`src/rtl/uart_regs_if.sv`:
```
// APB-side register access bundle: one-cycle write/read strobes, address, write data and read data.
interface uart_regs_if #(
  parameter int ADDR_W = 5
);
  logic              we_i;
  logic              re_i;
  logic [ADDR_W-1:0] PADDR;
  logic [7:0]        PWDATA;
  logic [7:0]        PRDATA;

  modport master (output we_i, re_i, PADDR, PWDATA, input PRDATA);
  modport slave  (input we_i, re_i, PADDR, PWDATA, output PRDATA);
endinterface

```
`src/rtl/uart_regs.sv`:
```
// 16550-style UART register file; acts on front-end strobes, registered PRDATA/pulses/int_o.
// Optional SCR storage at index 7 is built only when UART_REGS_SCRATCH_EN is defined.
module uart_regs #(
  parameter int          ADDR_W  = 5,
  parameter logic [7:0]  RST_LCR = 8'h03,
  parameter logic [15:0] RST_DIV = 16'h0001
) (
  input  logic        PCLK,
  input  logic        PRESET,
  uart_regs_if.slave  bus,
  output logic        tx_push,
  output logic [7:0]  tx_data,
  input  logic        tx_full,
  input  logic        tx_empty,
  input  logic        tx_idle,
  output logic        rx_pop,
  input  logic [7:0]  rx_data,
  input  logic        rx_empty,
  input  logic        rx_overrun,
  output logic [1:0]  fifo_clr,
  output logic [7:0]  lcr_o,
  output logic [4:0]  mcr_o,
  output logic [15:0] divisor_o,
  output logic        int_o
);

  logic [7:0] prdata_q, prdata_d;
  logic       tx_push_q, tx_push_d;
  logic [7:0] tx_data_q, tx_data_d;
  logic       rx_pop_q, rx_pop_d;
  logic [1:0] fifo_clr_q, fifo_clr_d;
  logic [7:0] lcr_q, lcr_d;
  logic [4:0] mcr_q, mcr_d;
  logic [7:0] dll_q, dll_d;
  logic [7:0] dlm_q, dlm_d;
  logic [3:0] ier_q, ier_d;
  logic       oe_q, oe_d;
  logic       thre_q, thre_d;
  logic       tx_empty_q, tx_empty_d;
  logic       int_q, int_d;
`ifdef UART_REGS_SCRATCH_EN
  logic [7:0] scr_q, scr_d;
`endif

  logic       dlab, wr, rd, pending, oe_clr, thre_clr, thre_set;
  logic [2:0] idx, id;
  logic [7:0] iir, lsr;
  logic       unused_ok;

  assign dlab      = lcr_q[7];
  assign idx       = bus.PADDR[4:2];
  assign wr        = bus.we_i;
  assign rd        = bus.re_i & ~bus.we_i;
  assign unused_ok = ^bus.PADDR;

  always_comb begin
    id      = 3'b000;
    pending = 1'b0;
    if (oe_q && ier_q[2]) begin
      id = 3'b011; pending = 1'b1;
    end else if (!rx_empty && ier_q[0]) begin
      id = 3'b010; pending = 1'b1;
    end else if (thre_q && ier_q[1]) begin
      id = 3'b001; pending = 1'b1;
    end
  end

  assign iir = {4'hC, id, ~pending};
  assign lsr = {1'b0, tx_empty & tx_idle, tx_empty, 3'b000, oe_q, ~rx_empty};

  always_comb begin
    prdata_d   = prdata_q;
    tx_push_d  = 1'b0;
    tx_data_d  = tx_data_q;
    rx_pop_d   = 1'b0;
    fifo_clr_d = 2'b00;
    lcr_d      = lcr_q;
    mcr_d      = mcr_q;
    dll_d      = dll_q;
    dlm_d      = dlm_q;
    ier_d      = ier_q;
    tx_empty_d = tx_empty;
    int_d      = pending;
    oe_clr     = 1'b0;
    thre_clr   = 1'b0;
    thre_set   = tx_empty & ~tx_empty_q;
`ifdef UART_REGS_SCRATCH_EN
    scr_d      = scr_q;
`endif
    if (wr) begin
      case (idx)
        3'd0: if (dlab) dll_d = bus.PWDATA;
              else begin
                thre_clr = 1'b1;
                if (!tx_full) begin
                  tx_push_d = 1'b1;
                  tx_data_d = bus.PWDATA;
                end
              end
        3'd1: if (dlab) dlm_d = bus.PWDATA;
              else begin
                ier_d = bus.PWDATA[3:0];
                if (bus.PWDATA[1] && tx_empty) thre_set = 1'b1;
              end
        3'd2: fifo_clr_d = {bus.PWDATA[2], bus.PWDATA[1]};
        3'd3: lcr_d = bus.PWDATA;
        3'd4: mcr_d = bus.PWDATA[4:0];
`ifdef UART_REGS_SCRATCH_EN
        3'd7: scr_d = bus.PWDATA;
`endif
        default: ;
      endcase
    end
    if (rd) begin
      case (idx)
        3'd0: if (dlab) prdata_d = dll_q;
              else if (!rx_empty) begin
                prdata_d = rx_data;
                rx_pop_d = 1'b1;
              end else prdata_d = 8'h00;
        3'd1: prdata_d = dlab ? dlm_q : {4'h0, ier_q};
        3'd2: begin
          prdata_d = iir;
          // Only a THRE-sourced IIR read acknowledges the THRE interrupt.
          if (pending && id == 3'b001) thre_clr = 1'b1;
        end
        3'd3: prdata_d = lcr_q;
        3'd4: prdata_d = {3'b000, mcr_q};
        3'd5: begin
          prdata_d = lsr;
          oe_clr   = 1'b1;
        end
`ifdef UART_REGS_SCRATCH_EN
        3'd7: prdata_d = scr_q;
`endif
        default: prdata_d = 8'h00;
      endcase
    end
    oe_d   = rx_overrun ? 1'b1 : (oe_clr ? 1'b0 : oe_q);
    thre_d = thre_clr ? 1'b0 : (thre_set ? 1'b1 : thre_q);
  end

  always_ff @(posedge PCLK or posedge PRESET) begin
    if (PRESET) begin
      prdata_q   <= 8'h00;
      tx_push_q  <= 1'b0;
      tx_data_q  <= 8'h00;
      rx_pop_q   <= 1'b0;
      fifo_clr_q <= 2'b00;
      lcr_q      <= RST_LCR;
      mcr_q      <= 5'h00;
      dll_q      <= RST_DIV[7:0];
      dlm_q      <= RST_DIV[15:8];
      ier_q      <= 4'h0;
      oe_q       <= 1'b0;
      thre_q     <= 1'b0;
      tx_empty_q <= 1'b1;  // no spurious THRE edge straight out of reset
      int_q      <= 1'b0;
`ifdef UART_REGS_SCRATCH_EN
      scr_q      <= 8'h00;
`endif
    end else begin
      prdata_q   <= prdata_d;
      tx_push_q  <= tx_push_d;
      tx_data_q  <= tx_data_d;
      rx_pop_q   <= rx_pop_d;
      fifo_clr_q <= fifo_clr_d;
      lcr_q      <= lcr_d;
      mcr_q      <= mcr_d;
      dll_q      <= dll_d;
      dlm_q      <= dlm_d;
      ier_q      <= ier_d;
      oe_q       <= oe_d;
      thre_q     <= thre_d;
      tx_empty_q <= tx_empty_d;
      int_q      <= int_d;
`ifdef UART_REGS_SCRATCH_EN
      scr_q      <= scr_d;
`endif
    end
  end

  assign bus.PRDATA = prdata_q;
  assign tx_push    = tx_push_q;
  assign tx_data    = tx_data_q;
  assign rx_pop     = rx_pop_q;
  assign fifo_clr   = fifo_clr_q;
  assign lcr_o      = lcr_q;
  assign mcr_o      = mcr_q;
  assign divisor_o  = {dlm_q, dll_q};
  assign int_o      = int_q;

endmodule

```
`src/flat_wrapper.sv`:
```
// flat-port wrapper written by rule: the top's interface ports become plain ports
module uart_regs_flat 
#(
  parameter int          ADDR_W  = 5,
  parameter logic [7:0]  RST_LCR = 8'h03,
  parameter logic [15:0] RST_DIV = 16'h0001
)
  (PCLK, PRESET, tx_push, tx_data, tx_full, tx_empty, tx_idle, rx_pop, rx_data, rx_empty, rx_overrun, fifo_clr, lcr_o, mcr_o, divisor_o, int_o, bus_we_i, bus_re_i, bus_PADDR, bus_PWDATA, bus_PRDATA);
  uart_regs_if #(.ADDR_W(ADDR_W)) bus_i ();
  input  logic PCLK;
  input  logic PRESET;
  output logic tx_push;
  output logic [7:0] tx_data;
  input  logic tx_full;
  input  logic tx_empty;
  input  logic tx_idle;
  output logic rx_pop;
  input  logic [7:0] rx_data;
  input  logic rx_empty;
  input  logic rx_overrun;
  output logic [1:0] fifo_clr;
  output logic [7:0] lcr_o;
  output logic [4:0] mcr_o;
  output logic [15:0] divisor_o;
  output logic int_o;
  input wire logic [$bits(bus_i.we_i)-1:0] bus_we_i;
  input wire logic [$bits(bus_i.re_i)-1:0] bus_re_i;
  input wire logic [$bits(bus_i.PADDR)-1:0] bus_PADDR;
  input wire logic [$bits(bus_i.PWDATA)-1:0] bus_PWDATA;
  output wire logic [$bits(bus_i.PRDATA)-1:0] bus_PRDATA;
  assign bus_i.we_i = bus_we_i;
  assign bus_i.re_i = bus_re_i;
  assign bus_i.PADDR = bus_PADDR;
  assign bus_i.PWDATA = bus_PWDATA;
  assign bus_PRDATA = bus_i.PRDATA;
  uart_regs #(.ADDR_W(ADDR_W), .RST_LCR(RST_LCR), .RST_DIV(RST_DIV)) u_core (.PCLK(PCLK), .PRESET(PRESET), .bus(bus_i), .tx_push(tx_push), .tx_data(tx_data), .tx_full(tx_full), .tx_empty(tx_empty), .tx_idle(tx_idle), .rx_pop(rx_pop), .rx_data(rx_data), .rx_empty(rx_empty), .rx_overrun(rx_overrun), .fifo_clr(fifo_clr), .lcr_o(lcr_o), .mcr_o(mcr_o), .divisor_o(divisor_o), .int_o(int_o));
endmodule
```
`config.mk`:
```
export PLATFORM = sky130hd
export DESIGN_NAME = uart_regs_flat
export DESIGN_NICKNAME = d
export VERILOG_FILES = /design/src/rtl/uart_regs_if.sv /design/src/rtl/uart_regs.sv /design/src/flat_wrapper.sv
export SDC_FILE = /design/constraint.sdc
export NUM_CORES = 1
export LEC_CHECK = 0
export BUFFER_PORTS_ARGS = -buffer_cell sky130_fd_sc_hd__buf_2
export CORE_MARGIN = 2
export CORE_UTILIZATION = 29
export CTS_CLUSTER_SIZE = 12
export DETAILED_ROUTE_END_ITERATION = 6
export PLACE_DENSITY = 0.49
export SYNTH_ARGS = -nofsm -noshare
export SYNTH_HDL_FRONTEND = slang
export SYNTH_SLANG_ARGS = --single-unit
```
`constraint.sdc`:
```
create_clock -name PCLK -period 2.35 [get_ports PCLK]
set_clock_uncertainty 0.1 [all_clocks]
set_input_delay 0.47 -clock PCLK [delete_from_list [all_inputs] [get_ports PCLK]]
set_output_delay 0.47 -clock PCLK [all_outputs]
set_load 0.01 [all_outputs]
```
==> results.toml <==
[run_status]
status = "complete, no violations"

[finish]
fillers = 878
area_growth_pct = 30.6
finalNetCount = 329
post-route-cell-area_mm2 = 0.00343
drive_above_1_share_pct = 54.3
final_util_pct = 39.1
n_antenna_cell = 0

[global_routing]
grt-ovfl-total = 0
antenna_found_initial = 0
grt_use_total_pct = 16.2
grt_pass1_vias = 1971
grt_pass1_wl_mm = 11.8
grt_max_degree = 30

[setup_path]
end_kind = "flop"
crit_fanout = 9
critPathArrivalTime_ns = 2.01
crit_type = "input port to flop"
critPathRequiredTime_ns = 2.47
start_kind = "input port"

[synthesis]
ys_ff_latch = 57
seq_area_frac_synth_pct = 54.5
synth_common_cells = "dfrtp_1, mux2_2, nand3_1, nor2_1, nor2b_1"
synthCells = 208
synth_area_mm2 = 0.00263
synth_cell_type_count = 42
syn_nets = 238
synthArstFlopShare_pct = 100
yosys_warnings = 0
synth_flop_cell = "dfrtp_1"
syn_area_per_cell_um2 = 12.6
yosysMostFrequentCell = "dfrtp_1"
synth_edf_count = 0
yosysTopAreaCellShare_pct = 50.5
yosys.area.top_type = "dfrtp_1"
synth.top_cells.by_area = "dfrtp_1, mux2_2, dfstp_2, nor2b_1, nand3_1"

[clocking]
cts-resized-gates = 0
numCtsBuffers = 9
post_cts.repair.setup_buffers = 0
ctsHoldBuffers = 0
clock-sinks = 57
clk_pin_slew_ns = 0.07
clockBufferDepth = 2
htreeDepth = 3
clock_latency_ns = 0.34
cts_tree = "done"
root_buffer = "clkbuf_8"

[drt]
drt-initial-drc-count = 99
drcViolationCount = 0
wl_met1_mm = 3.46
final_antenna_net_count = 0
top_layer_used = "met4"
drt_pass1_iterations = 4
via_per_inst = 4.91
route.met2.wl_mm = 3.58
routedWlPerCell_um = 18.3
routed-via-count = 2023
drt-total-wl_mm = 7.52
wl_met3_um = 411

[timing]
setup_tns_ns = 0
slew_violations = 0
slew_headroom_pct = 68.9
setup_viol = 0
worst_slack_ns = 0.465
finalCriticalPeriod_ns = 1.88
fmax_ghz = 0.531
rsz0062_at_grt = "no"
worst_pin_slew_ns = 0.459
hold_violations = 0
fin_crit_sh_pct = 80.2

[power_and_ir_drop]
power.density_mw_per_mm2 = 955
p_leak_nw = 1.64
ir_drop_mv = 0.420
total_power_mw = 3.27

[floorplan]
io_pins = 80
core_mm2 = 0.00876
die_x_um = 99.1
start_util_pct = 30.0
die_h_um = 99.1
rows = 34
dieArea_mm2 = 0.00983

[placed_design]
port_buffers = 77
dp_hpwl_mm = 5.67
placed_cell_area_mm2 = 0.00320
place_worst_setup_slack_ns = 0.0847
routabilityCongestion = 0.795

[run]
maxCapViolCount = 0

[worst_hold_path]
hold_path_class = "input port to asynchronous set/reset pin"
[placed cells by master (no fill, tap or decap), types with 3 or more instances in the layout]
master	Yosys	layout
a21o_1	4	4
a21oi_1	5	5
a221oi_1	4	4
and3_1	4	4
buf_2	6	77
buf_4	2	17
clkbuf_8	0	11
dfrtp_1	53	53
dfstp_2	4	4
mux2_2	48	48
nand2_1	7	7
nand3_1	8	8
nor2_1	8	8
nor2b_1	8	8
o211ai_1	3	3
o21ai_0	3	3
o32a_1	3	3
[kinds of logic after synthesis]
family	after synthesis	synth area share, %
AND/OR/NAND/NOR	49	10.7
multiplexers	49	21.0
AO/OA/AOI/OAI	36	10.5
buffers and inverters	17	3.29
flip-flops	57	54.5
[registers in the layout (all words and copies together), names as in the netlist]
signal and count:
u_core.bus.PRDATA 8, u_core.oe_q 1, u_core.rx_pop 1, u_core.lcr_o 8
u_core.thre_q 1, u_core.dlm_q 8, u_core.fifo_clr 2, u_core.int_o 1
u_core.ier_q 4, u_core.tx_empty_q 1, u_core.tx_push 1, u_core.mcr_o 5
u_core.dll_q 8, u_core.tx_data 8
[metrics by stage]
step	std cells	hold WS [ns]
after floorplan	208	0.374
after global placement	396	0.376
after detailed placement	396	0.385
after CTS	412	0.0979
after global routing	412	0.117
final	412	0.0881
[area by class of cell]
| cell class | instances | area (um2) | area share [%] |
|---|---|---|---|
| clock buffers | 11 | 151 | 4.42 |
| flip-flops and latches | 57 | 1430 | 41.8 |
| multi-input cells | 134 | 1110 | 32.3 |
| well taps | 108 | 135 | 3.94 |
| inverters | 3 | 11.3 | 0.329 |
| repair buffers | 94 | 513 | 15.0 |
| clock inverters | 5 | 77.6 | 2.26 |
[worst max-delay path: stages]
cell and delay (ns):
buf_2 0.16, nor2_1 0.37, and3_1 0.24, nor2b_1 0.21, buf_4 0.21, mux2_2 0.35
[worst paths after layout]
kind,from,endpoint,cells after the start,slack [ns]
setup / recovery,bus_PADDR[2],u_core.tx_data[0],6,0.47
hold / removal,PRESET,u_core.tx_data[6],3,0.09
setup reg to reg,u_core.lcr_o[7],u_core.tx_data[0],5,0.57
hold reg to reg,u_core.bus.PRDATA[5],u_core.bus.PRDATA[5],2,0.39
max in group asynchronous,PRESET,u_core.lcr_o[0],3,1.71
min in group PCLK,tx_empty,u_core.tx_empty_q,1,0.17
[layer usage]
| metal | global-route usage [%] | up-vias |
|---|---|---|
| li1 | - | 949 |
| met1 | 22.5 | 1002 |
| met2 | 24.5 | 68 |
| met3 | 5.48 | 4 |
| met4 | 4.11 | 0 |
| met5 | 0 | - |
[power breakdown]
| group | total, mW | switching [mW] | internal, mW |
|---|---|---|---|
| logic | 0.819 | 0.390 | 0.429 |
| clock network | 1.05 | 0.400 | 0.651 |
| registers | 1.40 | 0.172 | 1.23 |
Power figures use the tool's default switching activity.
